**config.mk**
```make
export PLATFORM = sky130hd
export DESIGN_NAME = fpu_div_issuer
export DESIGN_NICKNAME = d
export VERILOG_FILES = /design/src/rtl/fpu_div_issuer.sv
export SDC_FILE = /design/constraint.sdc
export NUM_CORES = 1
export LEC_CHECK = 0
export CORE_UTILIZATION = 40
export CTS_CLUSTER_DIAMETER = 40
export DETAILED_ROUTE_END_ITERATION = 7
export SLEW_MARGIN = 5
export SYNTH_ARGS = -nofsm -noshare
export SYNTH_HDL_FRONTEND = slang
export SYNTH_SLANG_ARGS = --single-unit
```
**constraint.sdc**
```tcl
create_clock -name aclk -period 6.41 [get_ports aclk]
set_clock_uncertainty 0.15 [all_clocks]
set_input_delay 0.641 -clock aclk [delete_from_list [all_inputs] [get_ports aclk]]
set_output_delay 0.641 -clock aclk [all_outputs]
set_load 0.005 [all_outputs]
```
**src/rtl/fpu_div_issuer.sv**
```systemverilog
// Request side of the single-precision divider stream: issues operand pairs,
// pairs returning quotients with their tags and hands them back in order.
module fpu_div_issuer #(
   parameter int unsigned DEPTH = 8,
   parameter int unsigned TAG_W = 4
) (
   input  logic             aclk,
   input  logic             areset,
   // accelerator request port
   input  logic             req_valid,
   output logic             req_ready,
   input  logic [31:0]      req_a,
   input  logic [31:0]      req_b,
   input  logic [TAG_W-1:0] req_tag,
   // divider operand channels
   output logic [31:0]      s_axis_a_tdata,
   output logic             s_axis_a_tvalid,
   output logic [31:0]      s_axis_b_tdata,
   output logic             s_axis_b_tvalid,
   // divider result channel
   input  logic [31:0]      m_axis_result_tdata,
   input  logic             m_axis_result_tvalid,
   // accelerator response port
   output logic             rsp_valid,
   input  logic             rsp_ready,
   output logic [31:0]      rsp_data,
   output logic [TAG_W-1:0] rsp_tag,
   // status
   output logic             busy,
   output logic             err_orphan
);

   localparam int unsigned AW = $clog2(DEPTH);
   localparam int unsigned CW = AW + 1;

   typedef struct packed {
      logic [TAG_W-1:0] tag;
      logic [31:0]      data;
   } res_entry_t;

   logic [CW-1:0]    credits_q, credits_d;
   logic             iss_valid_q, iss_valid_d;
   logic [31:0]      iss_a_q, iss_a_d;
   logic [31:0]      iss_b_q, iss_b_d;
   logic [AW:0]      tag_wr_q, tag_wr_d;
   logic [AW:0]      tag_rd_q, tag_rd_d;
   logic [AW:0]      res_wr_q, res_wr_d;
   logic [AW:0]      res_rd_q, res_rd_d;
   logic             err_orphan_q, err_orphan_d;

   logic [TAG_W-1:0] tag_mem_q [DEPTH];
   res_entry_t       res_mem_q [DEPTH];

   logic             accept;
   logic             pop;
   logic             tag_empty;
   logic             res_empty;
   logic             tag_pop;
   logic             orphan;
   res_entry_t       res_head;

   // A credit is held from accept until the response leaves, so every issued
   // operation owns a result slot even though the divider cannot be stalled.
   assign req_ready = (credits_q != '0) && !areset;
   assign accept    = req_valid && req_ready;

   assign tag_empty = (tag_wr_q == tag_rd_q);
   assign res_empty = (res_wr_q == res_rd_q);
   assign tag_pop   = m_axis_result_tvalid && !tag_empty;
   assign orphan    = m_axis_result_tvalid && tag_empty;
   assign pop       = !res_empty && rsp_ready;

   assign res_head  = res_mem_q[res_rd_q[AW-1:0]];

   // Next-state for counters, pointers, issue stage and sticky error.
   always_comb begin
      credits_d    = credits_q;
      iss_valid_d  = 1'b0;
      iss_a_d      = iss_a_q;
      iss_b_d      = iss_b_q;
      tag_wr_d     = tag_wr_q;
      tag_rd_d     = tag_rd_q;
      res_wr_d     = res_wr_q;
      res_rd_d     = res_rd_q;
      err_orphan_d = err_orphan_q;

      if (accept && !pop) begin
         credits_d = credits_q - CW'(1);
      end else if (!accept && pop) begin
         credits_d = credits_q + CW'(1);
      end

      if (accept) begin
         iss_valid_d = 1'b1;
         iss_a_d     = req_a;
         iss_b_d     = req_b;
         tag_wr_d    = tag_wr_q + (AW+1)'(1);
      end

      if (tag_pop) begin
         tag_rd_d = tag_rd_q + (AW+1)'(1);
         res_wr_d = res_wr_q + (AW+1)'(1);
      end

      if (pop) begin
         res_rd_d = res_rd_q + (AW+1)'(1);
      end

      if (orphan) begin
         err_orphan_d = 1'b1;
      end
   end

   always_ff @(posedge aclk or posedge areset) begin
      if (areset) begin
         credits_q    <= CW'(DEPTH);
         iss_valid_q  <= 1'b0;
         iss_a_q      <= '0;
         iss_b_q      <= '0;
         tag_wr_q     <= '0;
         tag_rd_q     <= '0;
         res_wr_q     <= '0;
         res_rd_q     <= '0;
         err_orphan_q <= 1'b0;
      end else begin
         credits_q    <= credits_d;
         iss_valid_q  <= iss_valid_d;
         iss_a_q      <= iss_a_d;
         iss_b_q      <= iss_b_d;
         tag_wr_q     <= tag_wr_d;
         tag_rd_q     <= tag_rd_d;
         res_wr_q     <= res_wr_d;
         res_rd_q     <= res_rd_d;
         err_orphan_q <= err_orphan_d;
      end
   end

   // Storage arrays carry no reset; validity comes from the pointers alone.
   always_ff @(posedge aclk) begin
      if (accept) begin
         tag_mem_q[tag_wr_q[AW-1:0]] <= req_tag;
      end
      if (tag_pop) begin
         res_mem_q[res_wr_q[AW-1:0]] <= '{tag:  tag_mem_q[tag_rd_q[AW-1:0]],
                                          data: m_axis_result_tdata};
      end
   end

   assign s_axis_a_tdata  = iss_a_q;
   assign s_axis_b_tdata  = iss_b_q;
   assign s_axis_a_tvalid = iss_valid_q;
   assign s_axis_b_tvalid = iss_valid_q;

   assign rsp_valid  = !res_empty;
   assign rsp_data   = res_head.data;
   assign rsp_tag    = res_head.tag;

   assign busy       = (credits_q != CW'(DEPTH));
   assign err_orphan = err_orphan_q;

endmodule

```
Yosys cells after proc, flatten, opt, wreduce, memory -nomap -nowiden
Memories as Yosys holds them, arrays and structs flattened.
Index checks and enable logic that the tools add are counted.
{"block": "totals", "out_inout_bits": 106, "input_bits": 105, "reg_bits": 86, "n_memories": 2, "ramBits": 320, "elab_cells": 40}
{"name": "res_mem_q", "depth": 8, "word_bits": 36, "read_ports": 1, "rd_clocked_by_memory_dff": 0, "wr": 1, "line_no": "52", "rtl": "res_entry_t res_mem_q [DEPTH];"}
{"name": "tag_mem_q", "depth": 8, "word_bits": 4, "read_ports": 1, "rd_clocked_by_memory_dff": 0, "wr": 1, "line_no": "51", "rtl": "logic [TAG_W-1:0] tag_mem_q [DEPTH];"}
{"block": "op_classes", "muxes": 6, "addsub": 6, "n_eq_ne": 3, "n_reduce_logical": 14}
{"cell": "4-bit by 1-bit adder with 4-bit output, second input constant", "count": 5}
{"cell": "4-bit == test", "count": 2}
{"cell": "4-bit two-way mux", "count": 2}
{"cell": "1-bit logical AND", "count": 7}
{"cell": "1-bit logical NOT", "count": 5}
{"cell": "1-bit two-way mux", "count": 4}
{"cell": "4-bit != test, second input constant", "count": 1}
{"cell": "4-bit nonzero test", "count": 1}
{"cell": "4-bit by 1-bit subtractor with 4-bit output, second input constant", "count": 1}
{"cell": "2-bit nonzero test", "count": 1}

Logic depth before layout (Yosys ltp)
Gate-level depths: netlist (run 1).
{"block": "logic_depth", "word_depth": 7, "ltp_mapped": 11, "depth_no_buf": 10}

Worst setup path before layout (run 1)
Ideal clock, no wire load.
{"block": "synth_timing", "kind": "reg-to-reg", "from": "register tag_wr_q[0]", "to": "memory res_mem_q[0][0] (netlist bit), enable pin", "path_slack_ns": 1.236, "stages_incl_launch_ff": 6, "path_buffers": 2, "t_required_ns": 5.741, "period_less_slack_ns": 5.174, "arrival_time_ns": 4.505, "path_cell_list": "dfrtp_1 > buf_2 > xor2_1 > o41ai_4 > buf_6 > nor4_1"}
{"block": "synth_via", "elab_chain_len": 5}
{"item": "start: declaration", "line_no": "45", "rtl": "logic [AW:0] tag_wr_q, tag_wr_d;"}
{"item": "start signal: assignment", "line_no": "130", "rtl": "tag_wr_q <= tag_wr_d;"}
{"item": "4-bit == test", "line_no": "67", "rtl": "assign tag_empty = (tag_wr_q == tag_rd_q);"}
{"item": "1-bit logical NOT", "line_no": "69", "rtl": "assign tag_pop = m_axis_result_tvalid && !tag_empty;"}
{"item": "1-bit logical AND", "line_no": "69"}
{"item": "1-bit two-way mux", "line_no": "143", "rtl": "if (tag_pop) begin"}
{"item": "1-bit two-way mux (implied by the code)", "line_no": "144", "rtl": "res_mem_q[res_wr_q[AW-1:0]] <= '{tag: tag_mem_q[tag_rd_q[AW-1:0]],"}
{"item": "end: declaration", "line_no": "52"}
No other way between the ends.

Worst setup path in the final report (run 1)
{"block": "layout_timing", "from": "register res_rd_q[1]", "to": "output port rsp_tag[1]"}
{"block": "layout_via", "elab_chain_len": 1}
{"item": "start: declaration", "line_no": "48", "rtl": "logic [AW:0] res_rd_q, res_rd_d;"}
{"item": "start signal: assignment", "line_no": "133", "rtl": "res_rd_q <= res_rd_d;"}
{"item": "memory read 8 x 36 bit"}
{"item": "end: declaration", "line_no": "27", "rtl": "output logic [TAG_W-1:0] rsp_tag,"}
No other way between the ends.

==> results of run 1 <==
## cells in the mapped netlist, drive strengths merged
| library cell | n | area, um^2 |
|---|---|---|
| a21o | 1 | 7.51 |
| a21oi | 1 | 5.00 |
| a41o | 1 | 10.0 |
| and3 | 1 | 6.26 |
| and4 | 1 | 11.3 |
| buf | 30 | 196 |
| clkbuf | 9 | 35.0 |
| dfrtp | 85 | 2130 |
| dfstp | 1 | 26.3 |
| edfxtp | 320 | 9610 |
| fa | 1 | 20.0 |
| ha | 7 | 87.6 |
| inv | 10 | 37.5 |
| mux2 | 108 | 1220 |
| mux2i | 1 | 10.0 |
| mux4 | 80 | 1800 |
| nand2 | 8 | 32.5 |
| nand2b | 3 | 18.8 |
| nand3 | 3 | 15.0 |
| nand3b | 1 | 7.51 |
| nand4 | 1 | 6.26 |
| nand4b | 1 | 8.76 |
| nor2 | 8 | 32.5 |
| nor3 | 8 | 40.0 |
| nor3b | 3 | 22.5 |
| nor4 | 5 | 37.5 |
| nor4b | 2 | 17.5 |
| o21ai | 3 | 15.0 |
| o311ai | 1 | 8.76 |
| o41ai | 1 | 27.5 |
| or3 | 1 | 6.26 |
| xnor2 | 9 | 78.8 |
| xor2 | 13 | 114 |
## power groups by stage
stage | Clock [mW] | Sequential [mW] | Combinational [mW]
after floorplan | 0 | 3.67 | 1.68
after global routing | 3.18 | 3.90 | 2.90
after global placement | 0 | 3.86 | 2.70
after detailed placement | 0 | 3.88 | 2.71
final | 3.00 | 3.82 | 2.65
after CTS | 3.08 | 3.84 | 2.72
## critical path, cell delays in order, from the launching register on
cell and delay (ns):
dfrtp_2 0.92, buf_4 0.68, mux4_2 0.40, mux2_2 0.32, clkdlybuf4s50_1 0.49
## layout make-up
type / instances / area [um^2] / area share [%]
well taps: 518 / 648 / 3.21
clock inverters: 41 / 489 / 2.42
clock buffers: 58 / 1360 / 6.70
multi-input cells: 273 / 3710 / 18.4
flip-flops and latches: 406 / 11800 / 58.2
repair buffers: 224 / 2210 / 10.9
inverters: 10 / 38.8 / 0.192
## through the flow
stage               hold slack, ns  instance area, um^2
CTS                          0.322                20200
global route                 0.340                20200
floorplan                    0.301                15700
global placement             0.303                18400
finish                       0.313                20200
detailed placement           0.310                18400
## state kept, by name, indices dropped and copies added, names as in the netlist
name and cells:
tag_mem_q 32, s_axis_a_tdata 32, tag_rd_q 4, credits_q 4, res_wr_q 4, tag_wr_q 4
s_axis_b_tdata 32, res_mem_q 288, err_orphan 1, s_axis_a_tvalid 1, res_rd_q 4
## final timing paths
path	to	cells after the start	startpoint	slack [ns]
max in group asynchronous	res_rd_q[0]$_DFFE_PP0P_	3	areset	4.55
hold reg to reg	err_orphan$_DFFE_PP0P_	1	err_orphan$_DFFE_PP0P_	0.31
min in group asynchronous	credits_q[1]$_DFFE_PP0P_	2	areset	0.34
hold / removal	err_orphan$_DFFE_PP0P_	1	err_orphan$_DFFE_PP0P_	0.31
setup reg to reg	credits_q[3]$_DFFE_PP1P_	8	res_rd_q[0]$_DFFE_PP0P_	2.89
setup / recovery	rsp_tag[1]	4	res_rd_q[1]$_DFFE_PP0P_	2.22
## cell families (layout without fill, tap and decap cells)
logic type / Yosys count / count (layout) / share of synthesized area (%)
xor gates and xnor gates: 22 / 22 / 1.23
DFF: 406 / 406 / 74.9
and+or+nand+nor: 46 / 46 / 1.67
muxes: 189 / 189 / 19.3
buffers and inverters: 49 / 333 / 1.71
adders and majority gates: 8 / 8 / 0.686
AOI/OAI and AO/OA: 8 / 8 / 0.470
## per-layer routing
metal / GRT usage, % / vias up / routed length, um
met5: 0 / - / 0
met4: 5.65 / 0 / 590
met3: 4.89 / 49 / 2260
met2: 26.1 / 227 / 14900
met1: 21.4 / 3910 / 13500
li1: - / 3431 / -
==> results.cfg, run 1 <==
[power]
total_power_mw = 9.47
power_density_nw_per_um2 = 468
switching_share_pct = 27.6
p_comb_share_pct = 28.0
ir_drop_mv = 0.272
p_switching_mw = 2.61
leakagePower_nw = 6.91
power.internal_mw = 6.86
pwr-share-clk_pct = 31.7
pwr-share-seq_pct = 40.3

[finish]
final_cell_mix = edfxtp_1, clkdlybuf4s50_1, dfrtp_1
final_common_cell = edfxtp_1
final_cells = 1530
fin_nets = 1081
final_util_pct = 52.3
drive_gt1_share_pct = 24.3
n_fill_cell = 3054
diodes = 0
syn2layout_area_growth_pct = 28.8

[timing]
rsz0062_at_grt = no
finalCriticalPeriod_ns = 4.19
setup_tns_ns = 0
fmax_mhz = 239
fin_ws_ns = 2.22
setup_viol = 0
worstMarginPinSlew_ns = 0.945
finalHoldViolCount = 0
report.final.slew_viol_count = 0
min_period_over_period_pct = 65.3
slew-limit-headroom_pct = 36.1

[grt]
grt_pass1_wl_mm = 48.7
antenna_found_initial = 0
grt-ovfl-total = 0
grt_pass1_vias = 8431
grt_max_degree = 70
track_usage_pct = 16.4

[logic_synthesis]
synthCells = 728
synth.distinct_cells = 42
synth_seq_cells = 406
synth_area_um2 = 15700
ys_seq_area_share_pct = 74.9
synth.avg_cell_area_um2 = 21.6
syn_nets = 841
synth_warnings = 0

[clock_network]
cts_buffer_depth = 3
cts_max_level = 2
clk_pin_slew_ns = 0.06
post-cts-setup-buffer-count = 0
insertion_delay_ns = 0.58
cts_sinks = 406
cts_made_buffers = 53
cts_tree = yes
cts-hold-fix-buffers = 0
clockRootBuffer = clkbuf_16
ctsResizeCount = 0

[placement]
place_ws_ns = 2.77
placedCellCount = 1431
port_buffers = 210
dp_hpwl_mm = 17.5
place_congestion = 0.686

[setup_path]
cp-start-kind = flip-flop
worstPathArrival_ns = 3.40
cp_data_required_time_ns = 5.62
worstPathMaxFanout = 45
end_kind = primary output
crit_type = reg2out

[floorplan]
die_h_um = 200
core_area_um2 = 38600
rows = 72
start_util_pct = 40.6
io_pins = 211
die_area_um2 = 40000
die_x_um = 200

[route]
dr.pass1.iters = 4
ant_nets = 0
dr.first_iter.drc_count = 336
vias = 7617
drt-total-wl_mm = 31.2
wl_per_cell_um = 20.4
drc = 0
routed_via_density = 4.98

[min_path]
hold_path_class = reg2reg

[status]
status = finished, final reports clean

[run]
drv_cap = 0
Note: power is estimated with default switching activity, not from simulation.
==> run 2, diff against run 1 <==
clock period = 4.25 ns   (was 6.41 ns; I/O delays follow)
==> results.cfg, run 2 (synthesized netlist as in run 1, its figures left out) <==
[finish]
fin_nets = 1093
drive_gt1_share_pct = 24.8
final_util_pct = 53.0
syn2layout_area_growth_pct = 30.5
final_common_cell = edfxtp_1
diodes = 0
final_cell_mix = edfxtp_1, clkdlybuf4s50_1, dfrtp_1
finalInstanceArea_um2 = 20500
largest_reg_flops = 288
n_fill_cell = 3038

[route]
routed_via_density = 5.00
ant_nets = 0
dr.first_iter.drc_count = 370
dr.pass1.iters = 4
vias = 7715
drc = 0
wl_per_cell_um = 20.5
drt-total-wl_mm = 31.7

[floorplan]
io_pins = 211
die_area_um2 = 40000
start_util_pct = 40.6
rows = 72
die_h_um = 200
die_x_um = 200
core_area_um2 = 38600

[setup_path]
cp_top_family = buffers and inverters
cp_data_required_time_ns = 3.67
cp-start-kind = flip-flop
crit_type = reg2out
crit_chain = buf_12 > mux4_2 > mux2_2 > clkdlybuf4s50_1
cpMaxStageDelayCell = dfrtp_4
crit_buf_inv = 2
critPathMaxStageDelay_ns = 0.69
worstPathMaxFanout = 32
worstPathArrival_ns = 2.92
end_kind = primary output

[run]
drv_cap = 0

[status]
status = finished, final reports clean

[timing]
slew-limit-headroom_pct = 36.5
holdWs_ns = 0.204
min_period_over_period_pct = 82.3
setup_viol = 0
rsz0062_at_grt = no
fmax_mhz = 286
report.final.slew_viol_count = 0
setup_tns_ns = 0
worstMarginPinSlew_ns = 0.940
finalHoldViolCount = 0
finalCriticalPeriod_ns = 3.50

[grt]
grt_pass1_vias = 8354
grt_max_degree = 70
grt-ovfl-total = 0
grt_pass1_wl_mm = 48.6
antenna_found_initial = 0
track_usage_pct = 16.5

[clock_network]
cts-hold-fix-buffers = 0
cts_tree = yes
cts_max_level = 2
post-cts-setup-buffer-count = 0
cts_made_buffers = 58
cts_buffer_depth = 3
insertion_delay_ns = 0.60
ctsResizeCount = 0
clockRootBuffer = clkbuf_16
clk_pin_slew_ns = 0.05
cts_sinks = 406

[power]
power_density_nw_per_um2 = 717
total_power_mw = 14.7
leakagePower_nw = 7.03
ir_drop_mv = 0.369

[placement]
dp_hpwl_mm = 18.4
place_congestion = 0.689
port_buffers = 210
placed_area_um2 = 18500

[min_path]
hold_path_class = in2async
-- run 2: worst reg2reg max path: cells and delay by family (launching register included) --
family	cells	cell delay, ns
xor+xnor	1	0.21
fa+ha+maj	2	0.62
compound gates	4	1.04
flops	1	0.79
-- run 2: power by group --
part	switching [mW]	internal (mW)	total (mW)	leakage, nW
logic	1.71	2.43	4.14	2.17
registers	0.504	5.20	5.71	3.91
clock network	1.81	3.02	4.83	0.946
-- run 2: per-stage QoR --
| step | instances | setup slack, ns |
|---|---|---|
| floorplan | 728 | 0.0542 |
| global placement | 1438 | 1.29 |
| detailed placement | 1438 | 1.24 |
| CTS | 1542 | 0.666 |
| global route | 1542 | 0.597 |
| finish | 1542 | 0.752 |
-- run 2: layer usage --
| metal | track usage (%) | vias up | wire length (um) |
|---|---|---|---|
| met5 | 0 | - | 0 |
| met4 | 5.09 | 0 | 649 |
| met3 | 5.29 | 56 | 2350 |
| met2 | 26.5 | 235 | 15300 |
| met1 | 21.2 | 3973 | 13400 |
| li1 | - | 3451 | - |
-- run 2: final timing paths --
kind	startpoint	end	slack [ns]	depth (start not counted)
max in group asynchronous	areset	credits_q[3]$_DFFE_PP1P_	2.89	3
min in group aclk	req_a[0]	s_axis_a_tdata[0]$_DFFE_PP0P_	0.27	2
setup reg to reg	res_rd_q[1]$_DFFE_PP0P_	credits_q[3]$_DFFE_PP1P_	1.33	7
setup / recovery	res_rd_q[0]$_DFFE_PP0P_	rsp_data[2]	0.75	4
hold reg to reg	err_orphan$_DFFE_PP0P_	err_orphan$_DFFE_PP0P_	0.31	1
hold / removal	areset	s_axis_a_tdata[17]$_DFFE_PP0P_	0.20	2
-- run 2: area by class of cell --
class | instances | area, um^2 | area share, %
Multi-Input combinational cell | 273 | 3720 | 18.2
Clock inverter | 41 | 518 | 2.53
Inverter | 10 | 38.8 | 0.189
Timing Repair Buffer | 231 | 2310 | 11.3
Clock buffer | 63 | 1470 | 7.18
Sequential cell | 406 | 11800 | 57.5
Tap cell | 518 | 648 | 3.16
